**src/rtl/sprite_motion_fsm.sv**
```systemverilog
// sprite_motion_fsm: per-frame fixed-point player motion engine.
// Integrates X/Y positions once per frame from keys, collision flags and
// external drift, with an explicit GROUNDED/CLIMBING/JUMPING/FALLING machine.
// Optional build macro DOUBLE_JUMP_EN enables a single mid-air jump.
module sprite_motion_fsm #(
    parameter int unsigned POS_W       = 11,
    parameter int unsigned SPEED_W     = 16,
    parameter int unsigned FRAC_BITS   = 6,
    parameter int          INITIAL_X   = 280,
    parameter int          INITIAL_Y   = 185,
    parameter int          X_MIN       = -9,
    parameter int          X_MAX       = 570,
    parameter int          Y_MIN       = 0,
    parameter int          Y_MAX       = 415,
    parameter int          WALK_SPEED  = 200,
    parameter int          CLIMB_SPEED = 100,
    parameter int          JUMP_SPEED  = 300,
    parameter int          GRAVITY     = 10,
    parameter int          MAX_Y_SPEED = 230
) (
    input  logic                     clk,
    input  logic                     reset,
    input  logic                     startOfFrame,
    input  logic                     leftPressed,
    input  logic                     rightPressed,
    input  logic                     upPressed,
    input  logic                     downPressed,
    input  logic                     onRope,
    input  logic                     onBlock,
    input  logic [3:0]               HitEdgeCode,
    input  logic signed [SPEED_W-1:0] addedSpeed,
    output logic signed [POS_W-1:0]  topLeftX,
    output logic signed [POS_W-1:0]  topLeftY,
    output logic [1:0]               motionState
);

    typedef enum logic [1:0] {
        GROUNDED = 2'd0,
        CLIMBING = 2'd1,
        JUMPING  = 2'd2,
        FALLING  = 2'd3
    } motionT;

    localparam int SCALE = 1 << FRAC_BITS;
    localparam int X_LO  = X_MIN * SCALE;
    localparam int X_HI  = X_MAX * SCALE;
    localparam int Y_LO  = Y_MIN * SCALE;
    localparam int Y_HI  = Y_MAX * SCALE;

    motionT             state;
    motionT             stateNext;
    logic signed [31:0] xFix;
    logic signed [31:0] yFix;
    logic signed [31:0] ySpeed;
    logic               jumpReq;
    logic               upPressedD;

    logic               floorHit;
    logic               ceilHit;
    logic               upRise;
    logic               jumpNow;
    logic signed [31:0] xSpeed;
    logic signed [31:0] xSum;
    logic signed [31:0] xFixNext;
    logic signed [31:0] yGrav;
    logic signed [31:0] ySpeedSel;
    logic signed [31:0] ySpeedNext;
    logic signed [31:0] ySum;
    logic signed [31:0] yFixNext;
    logic               unusedEdgeBits;

`ifdef DOUBLE_JUMP_EN
    logic               airJumpUsed;
    logic               airJumpNext;
`endif

    assign floorHit       = onBlock & HitEdgeCode[0];
    assign ceilHit        = onBlock & HitEdgeCode[2];
    assign upRise         = upPressed & ~upPressedD;
    // A rising edge in the same cycle as startOfFrame counts for that frame
    assign jumpNow        = jumpReq | upRise;
    assign yGrav          = ySpeed + GRAVITY;
    assign unusedEdgeBits = HitEdgeCode[1] ^ HitEdgeCode[3];

    // Jump request capture: latch up-key rising edges, drop at every frame
    always_ff @(posedge clk or posedge reset) begin
        if (reset) begin
            jumpReq    <= 1'b0;
            upPressedD <= 1'b0;
        end else begin
            upPressedD <= upPressed;
            if (startOfFrame) begin
                jumpReq <= 1'b0;
            end else if (upRise) begin
                jumpReq <= 1'b1;
            end
        end
    end

    // State register: motion state and fixed-point kinematics update per frame
    always_ff @(posedge clk or posedge reset) begin
        if (reset) begin
            state  <= FALLING;
            xFix   <= INITIAL_X * SCALE;
            yFix   <= INITIAL_Y * SCALE;
            ySpeed <= '0;
`ifdef DOUBLE_JUMP_EN
            airJumpUsed <= 1'b0;
`endif
        end else if (startOfFrame) begin
            state  <= stateNext;
            xFix   <= xFixNext;
            yFix   <= yFixNext;
            ySpeed <= ySpeedNext;
`ifdef DOUBLE_JUMP_EN
            airJumpUsed <= airJumpNext;
`endif
        end
    end

    // Horizontal speed selection and clamped X integration
    always_comb begin
        xSpeed = 32'(addedSpeed);
        if (rightPressed && !leftPressed) begin
            xSpeed = WALK_SPEED;
        end else if (leftPressed && !rightPressed) begin
            xSpeed = -WALK_SPEED;
        end
        xSum     = xFix + xSpeed;
        xFixNext = xSum;
        if (xSum > X_HI) begin
            xFixNext = X_HI;
        end else if (xSum < X_LO) begin
            xFixNext = X_LO;
        end
    end

    // Next-state logic: transition priority, vertical speed and Y bounds
    always_comb begin
        stateNext = state;
        ySpeedSel = ySpeed;
`ifdef DOUBLE_JUMP_EN
        airJumpNext = airJumpUsed;
`endif
        unique case (state)
            GROUNDED: begin
                if (jumpNow) begin
                    stateNext = JUMPING;
                    ySpeedSel = -JUMP_SPEED;
                end else if (onRope && (upPressed || downPressed)) begin
                    stateNext = CLIMBING;
                end else if (!floorHit && !onRope) begin
                    stateNext = FALLING;
                end else begin
                    ySpeedSel = '0;
                end
            end
            CLIMBING: begin
                if (!onRope) begin
                    stateNext = FALLING;
                    ySpeedSel = '0;
                end else if (jumpNow && (leftPressed || rightPressed)) begin
                    stateNext = JUMPING;
                    ySpeedSel = -JUMP_SPEED;
                end else if (upPressed && !downPressed) begin
                    ySpeedSel = -CLIMB_SPEED;
                end else if (downPressed && !upPressed) begin
                    ySpeedSel = CLIMB_SPEED;
                end else begin
                    ySpeedSel = '0;
                end
            end
            JUMPING: begin
                if (ceilHit) begin
                    stateNext = FALLING;
                    ySpeedSel = '0;
`ifdef DOUBLE_JUMP_EN
                end else if (jumpNow && !airJumpUsed) begin
                    stateNext   = JUMPING;
                    ySpeedSel   = -JUMP_SPEED;
                    airJumpNext = 1'b1;
`endif
                end else if (yGrav >= 0) begin
                    stateNext = FALLING;
                    ySpeedSel = yGrav;
                end else begin
                    ySpeedSel = yGrav;
                end
            end
            FALLING: begin
                if (floorHit) begin
                    stateNext = GROUNDED;
                    ySpeedSel = '0;
                end else if (onRope) begin
                    stateNext = CLIMBING;
                    ySpeedSel = '0;
`ifdef DOUBLE_JUMP_EN
                end else if (jumpNow && !airJumpUsed) begin
                    stateNext   = JUMPING;
                    ySpeedSel   = -JUMP_SPEED;
                    airJumpNext = 1'b1;
`endif
                end else if (yGrav > MAX_Y_SPEED) begin
                    ySpeedSel = MAX_Y_SPEED;
                end else begin
                    ySpeedSel = yGrav;
                end
            end
            default: begin
                stateNext = FALLING;
            end
        endcase

        // Screen edges land a falling sprite and stop a rising one
        ySum       = yFix + ySpeedSel;
        yFixNext   = ySum;
        ySpeedNext = ySpeedSel;
        if (ySum >= Y_HI) begin
            yFixNext = Y_HI;
            if (stateNext == FALLING) begin
                stateNext  = GROUNDED;
                ySpeedNext = '0;
            end
        end else if (ySum <= Y_LO) begin
            yFixNext = Y_LO;
            if (stateNext == JUMPING) begin
                stateNext  = FALLING;
                ySpeedNext = '0;
            end
        end
`ifdef DOUBLE_JUMP_EN
        if (stateNext == GROUNDED || stateNext == CLIMBING) begin
            airJumpNext = 1'b0;
        end
`endif
    end

    // Outputs: integer pixel positions (floor) and current state
    always_comb begin
        topLeftX    = POS_W'(xFix >>> FRAC_BITS);
        topLeftY    = POS_W'(yFix >>> FRAC_BITS);
        motionState = state;
    end

endmodule

```
**config.mk**
```make
export PLATFORM = sky130hd
export DESIGN_NAME = sprite_motion_fsm
export DESIGN_NICKNAME = d
export VERILOG_FILES = /design/src/rtl/sprite_motion_fsm.sv
export SDC_FILE = /design/constraint.sdc
export NUM_CORES = 1
export LEC_CHECK = 0
export CORE_MARGIN = 8
export CORE_UTILIZATION = 39
export DETAILED_ROUTE_END_ITERATION = 12
export REMOVE_ABC_BUFFERS = 1
export SYNTH_ARGS = -nofsm -noshare
export SYNTH_HDL_FRONTEND = slang
export SYNTH_SLANG_ARGS = --single-unit
```
**constraint.sdc**
```tcl
create_clock -name clk -period 7 [get_ports clk]
set_clock_uncertainty 0.05 [all_clocks]
set_input_delay 1.75 -clock clk [delete_from_list [all_inputs] [get_ports clk]]
set_output_delay 1.75 -clock clk [all_outputs]
set_load 0.02 [all_outputs]
```
**After elaboration in Yosys (flattened, before gate mapping)**

Index checks and enable logic that the tools add are counted.

- Bits in registers: 100
- Output and inout port bits: 24
- Bits of input ports: 29
- Logic and storage cells: 80

- Bitwise gates (word level): 5
- Mux-type cells: 38
- Add/subtract/negate cells: 3
- Eq/ne operators: 5
- Magnitude comparators: 6
- Reductions and logical operators: 17

Operator list:

| kind | count |
|---|---|
| two-way mux 32 bit | 20 |
| one-hot mux 32 bit (4 select lines) | 1 |
| adder 32 bit | 2 |
| adder 32 x 5 -> 32 bit (second input constant) | 1 |
| greater-or-equal comparator 32 x 1 -> 1 bit (second input constant) | 1 |
| greater-or-equal comparator 32 x 16 -> 1 bit (second input constant) | 1 |
| > comparator 32 x 17 -> 1 bit (second input constant) | 1 |
| > comparator 32 x 9 -> 1 bit (second input constant) | 1 |
| less-or-equal comparator 32 x 1 -> 1 bit (second input constant) | 1 |
| < comparator 32 x 11 -> 1 bit (second input constant) | 1 |
| two-way mux 2 bit | 13 |
| == test 2 bit (second input constant) | 4 |
| one-hot mux 2 bit (4 select lines) | 1 |
| logical AND 1 bit | 7 |
| two-way mux 7 bit | 1 |
| zero test 1 bit | 6 |
| AND 1 bit | 3 |
| == test 2 x 1 -> 1 bit (second input constant) | 1 |
| zero test 2 bit | 1 |
| logical OR 1 bit | 2 |
| two-way mux 1 bit | 2 |
| nonzero test 2 bit | 1 |
| NOT 1 bit | 1 |
| bitwise OR 1 bit | 1 |

**Logic depth before layout (Yosys ltp)**

- Depth after elaboration: 11
- Gate-level depth with buffers: 29
- Mapped depth without buffers: 24

**Least setup slack after synthesis**

No wires, ideal clock.

- Kind: in2reg
- Start point: input upPressed
- End point: register ySpeed[4]
- Library setup time: 0.104 ns
- Slack: 0.383 ns
- Cell stages on the path: 22
- Data arrival time: 6.463 ns
- Data required time: 6.846 ns
- Path through: nor2b_1 o22a_1 o21ai_0 a21oi_1 clkbuf_1 buf_1 o21ai_0 a211oi_1 ha_1 clkbuf_1 and4_1 and4_1 a311oi_1 or3b_1 o21ai_0 a32oi_1 nor4b_1 nand2_1 o211ai_1 nand3_1 buf_2 a221oi_1

- Word-level cells in the longest chain between the ends: 11
- Elaborated cells between the ends (all ways): 29

RTL lines:

| item | line | RTL |
|---|---|---|
| from (decl) | 26 | `input logic upPressed,` |
| zero test 1 bit | 167 | `end else if (downPressed && !upPressed) begin` |
| logical AND 1 bit | 167 |  |
| two-way mux 7 bit | 167 |  |
| two-way mux 32 bit | 165 | `end else if (upPressed && !downPressed) begin` |
| two-way mux 32 bit | 162 | `end else if (jumpNow && (leftPressed \|\| rightPressed)) begin` |
| two-way mux 32 bit | 159 | `if (!onRope) begin` |
| one-hot mux 32 bit (4 select lines) | 145 | `unique case (state)` |
| adder 32 bit | 215 | `ySum = yFix + ySpeedSel;` |
| less-or-equal comparator 32 x 1 -> 1 bit | 224 | `end else if (ySum <= Y_LO) begin` |
| two-way mux 32 bit | 224 |  |
| two-way mux 32 bit (*) | 218 | `if (ySum >= Y_HI) begin` |
| to (signal assigned) | 114 | `ySpeed <= ySpeedNext;` |
| to (decl) | 54 | `logic signed [31:0] ySpeed;` |

Every way passes the cells marked *; elsewhere a longest branch is shown, timed or not.
A chain may end at the register's enable or synchronous reset.

**Final worst setup path**

- Start point: input upPressed
- End point: register ySpeed[26]

Same word-level chain as after synthesis.

==> results.md <==
* Worst R2R Path Depth at 31
* CORE AREA at 0.0260 mm²
* Tot GR Track Use at 0.206
* Share of cells above drive strength 1 at 0.239
* Design area at 0.0134 mm²
* Largest stage delay, worst path at roughly 470 ps
* Met2 track demand over resource at 0.357
* GPL Wtd Cong at 0.952
* Cell Area, Placed at 0.0127 mm²
* Most common cell after layout, fill and taps aside: buf_4
* FF+latch area at roughly 0.0025 mm²
* Synth Flop Type: dfrtp_1
* Post-layout nets at 1,658
* Most frequent cells in the layout: buf_4, a21oi_1, nor2_1, nand2_1, dfrtp_1
* DRC at 0
* Avg Vias per Cell at 5.82
* Pleak at 6.06 nW
* Pre-CTS WS at -500 ps
* Arrival @ worst endpoint at 6980 ps
* Fillers at 2,494
* DRT antenna net count at 0
* Hold depth at 1
* Ant diodes at 0
* Maxcap violations at 0
* Post-DP HPWL at 25.2 mm
* WP data required at around 7000 ps
* Setup TNS at 0 ps
* Die Y at approximately 180 µm
* H-tree levels at 3
* Tmin final at 6810 ps
* Synth Area per Inst at 7.68 µm²
* Met3 Use GR at 0.0237
* Endpoints failing setup at 0
* Met1 usage in global routing at 0.263
* Max Slew Vio Count at 0
* Pre-Repair DR Iteration Count at 5
* Cell Count Post-Placement at 1,874
* Total power at between 7 and 8 mW
* Hold buffer count at cts at 0
* Final cell count without fillers at 1,900
* Busiest grt layer: met2
* First-pass GRT wire length at 53.4 mm
* Clk sinks at 100
* Crit Path Class: in2reg
* PwrDens at 528 mW/mm²
* Drt initial violations at 807
* Top-area cell type share of the netlist area at 0.219
* Clock-pin slew on the worst setup and hold paths at 70 ps
* CP max-delay cell: clkdlybuf4s50_1
* Syn-to-layout area delta at 30.6%
* Die ar. at 0.0318 mm²
* Leading area contributor after synthesis: dfrtp_1
* WL per Instance at between 15 and 20 µm
* Cell count after synthesis at approximately 1,300
* Fin. Hold Viols at 0
* Starting density of the core at 0.395
* Synth async-reset ratio at 1.00
* Final WS setup at around 190 ps
* CP top delay family: compound AO/OA/AOI/OAI gates
* Status: complete, no violations
* Max-Slew Margin vs Limit at 0.272
* Clock Latency Late Sink at 360 ps
* Synthesized area at 0.0103 mm²
* Critical path depth in cells at 28
* Largest net degree at the start of global routing at 76
* GR Overflow Total at 0
* DIE WIDTH at about 180 µm
* Crit. End Element: register
* Buffer and inverter count on the worst path at 8
* Post-Route WL at roughly 34 mm
* Setup crit start kind: input pin
* Syn. warnings at 0
* Number of synthesized flops with an enable pin at 0
* Initial antenna violation count at 0
* Most numerous cell on the critical path: buf_4
* Worst-margin pin slew at 1090 ps
* Seq/Total Area, Yosys at 0.245
* IO Port Bufs at 50
* HP Class: reg2reg
* Vias in the first global route at 10,553
* Multi-input logic area at 0.00734 mm²
* CP max FO at 12
* Number of CTS-inserted buffers at 9
* Num rows at 59
* Clk buf depth at 2
* Synth Register Bits at 100
* Via count at 11,049
* Fmax at about 0.15 GHz
* Root buf cell: clkbuf_16
* Post-synth cell types at 87
* Period Utilization, post-route at 0.973
* Top-level I/O count at 53
* Peak VDD IR at between 0.0004 and 0.0005 V
* CTS tree: done
* Area contributors post-synth: dfrtp_1, ha_1, a21oi_1
-- routing by layer --
metal | routed length (µm) | vias up
li1 | - | 5392
met1 | 15000 | 5276
met2 | 16400 | 322
met3 | 1630 | 59
met4 | 767 | 0
met5 | 0 | -
-- Yosys cell counts (all sizes together) (30+ instances only) --
| master | n |
|---|---|
| dfrtp | 90 |
| nand4 | 30 |
| a21oi | 118 |
| nor2 | 116 |
| ha | 67 |
| nand2 | 101 |
| a21o | 47 |
| nand3 | 46 |
| buf | 36 |
| xnor2 | 41 |
| clkbuf | 76 |
| o21ai | 93 |
| inv | 48 |
| nor2b | 38 |
| o2bb2ai | 33 |
-- cell families (layout without fill, tap and decap cells) --
family / Yosys count / count (layout) / synth area share
buffers and inverters: 160 / 388 / 0.0681
AO/OA/AOI/OAI: 480 / 480 / 0.319
XOR/XNOR: 62 / 62 / 0.0529
multiplexers: 4 / 4 / 0.00390
flip-flops: 100 / 100 / 0.245
adder cells (fa/ha/maj): 70 / 70 / 0.0865
AND/OR/NAND/NOR: 461 / 461 / 0.225
-- path summary, 6_finish.rpt --
kind / from / end / slack [ps]
worst max-delay path: upPressed / ySpeed[26]$_DFFE_PP0P_ / 190
max in group asynchronous: reset / motionState[0]$_DFFE_PP1P_ / 3950
worst min-delay path: xFix[0]$_DFFE_PP0P_ / xFix[0]$_DFFE_PP0P_ / 450
min in group asynchronous: reset / xFix[29]$_DFFE_PP0P_ / 1910
worst min register to register: xFix[0]$_DFFE_PP0P_ / xFix[0]$_DFFE_PP0P_ / 450
worst max register to register: ySpeed[2]$_DFFE_PP0P_ / ySpeed[20]$_DFFE_PP0P_ / 320
-- where the power goes --
| group | leakage, nW | switching (mW) | internal, mW | total [mW] |
|---|---|---|---|---|
| clock | 0.169 | 0.236 | 0.342 | 0.578 |
| combinational | 4.61 | 2.85 | 2.63 | 5.48 |
| sequential | 1.28 | 0.240 | 0.782 | 1.02 |
-- metrics by stage --
| step | util | hold WS [ps] |
|---|---|---|
| final | 0.516 | 445 |
| after global routing | 0.516 | 460 |
| after CTS | 0.502 | 449 |
| after detailed placement | 0.488 | 430 |
| after global placement | 0.488 | 425 |
| after floorplan | - | 411 |
-- registers in the layout (all words and copies together), names as in the netlist --
signal and flops:
xFix 32, motionState 2, yFix 32, jumpReq 1
upPressedD 1, ySpeed 32
-- layout make-up --
| type | instances | share of cell area |
|---|---|---|
| tap | 335 | 0.0313 |
| timing repair buffer | 324 | 0.195 |
| clock buffer | 12 | 0.0199 |
| inverter | 48 | 0.0136 |
| multi-input combinational | 1077 | 0.547 |
| clock inverter | 4 | 0.00522 |
| sequential | 100 | 0.188 |
-- what timing repair did --
| action | CTS | global route |
|---|---|---|
| setup buffers | 0 | 9 |
| cloned | 0 | 1 |
| pin swaps | 0 | 13 |
| setup endpoints to repair | 15 | 71 |
| gates resized for setup | 2 | 63 |
(Power assumes the default switching activity.)
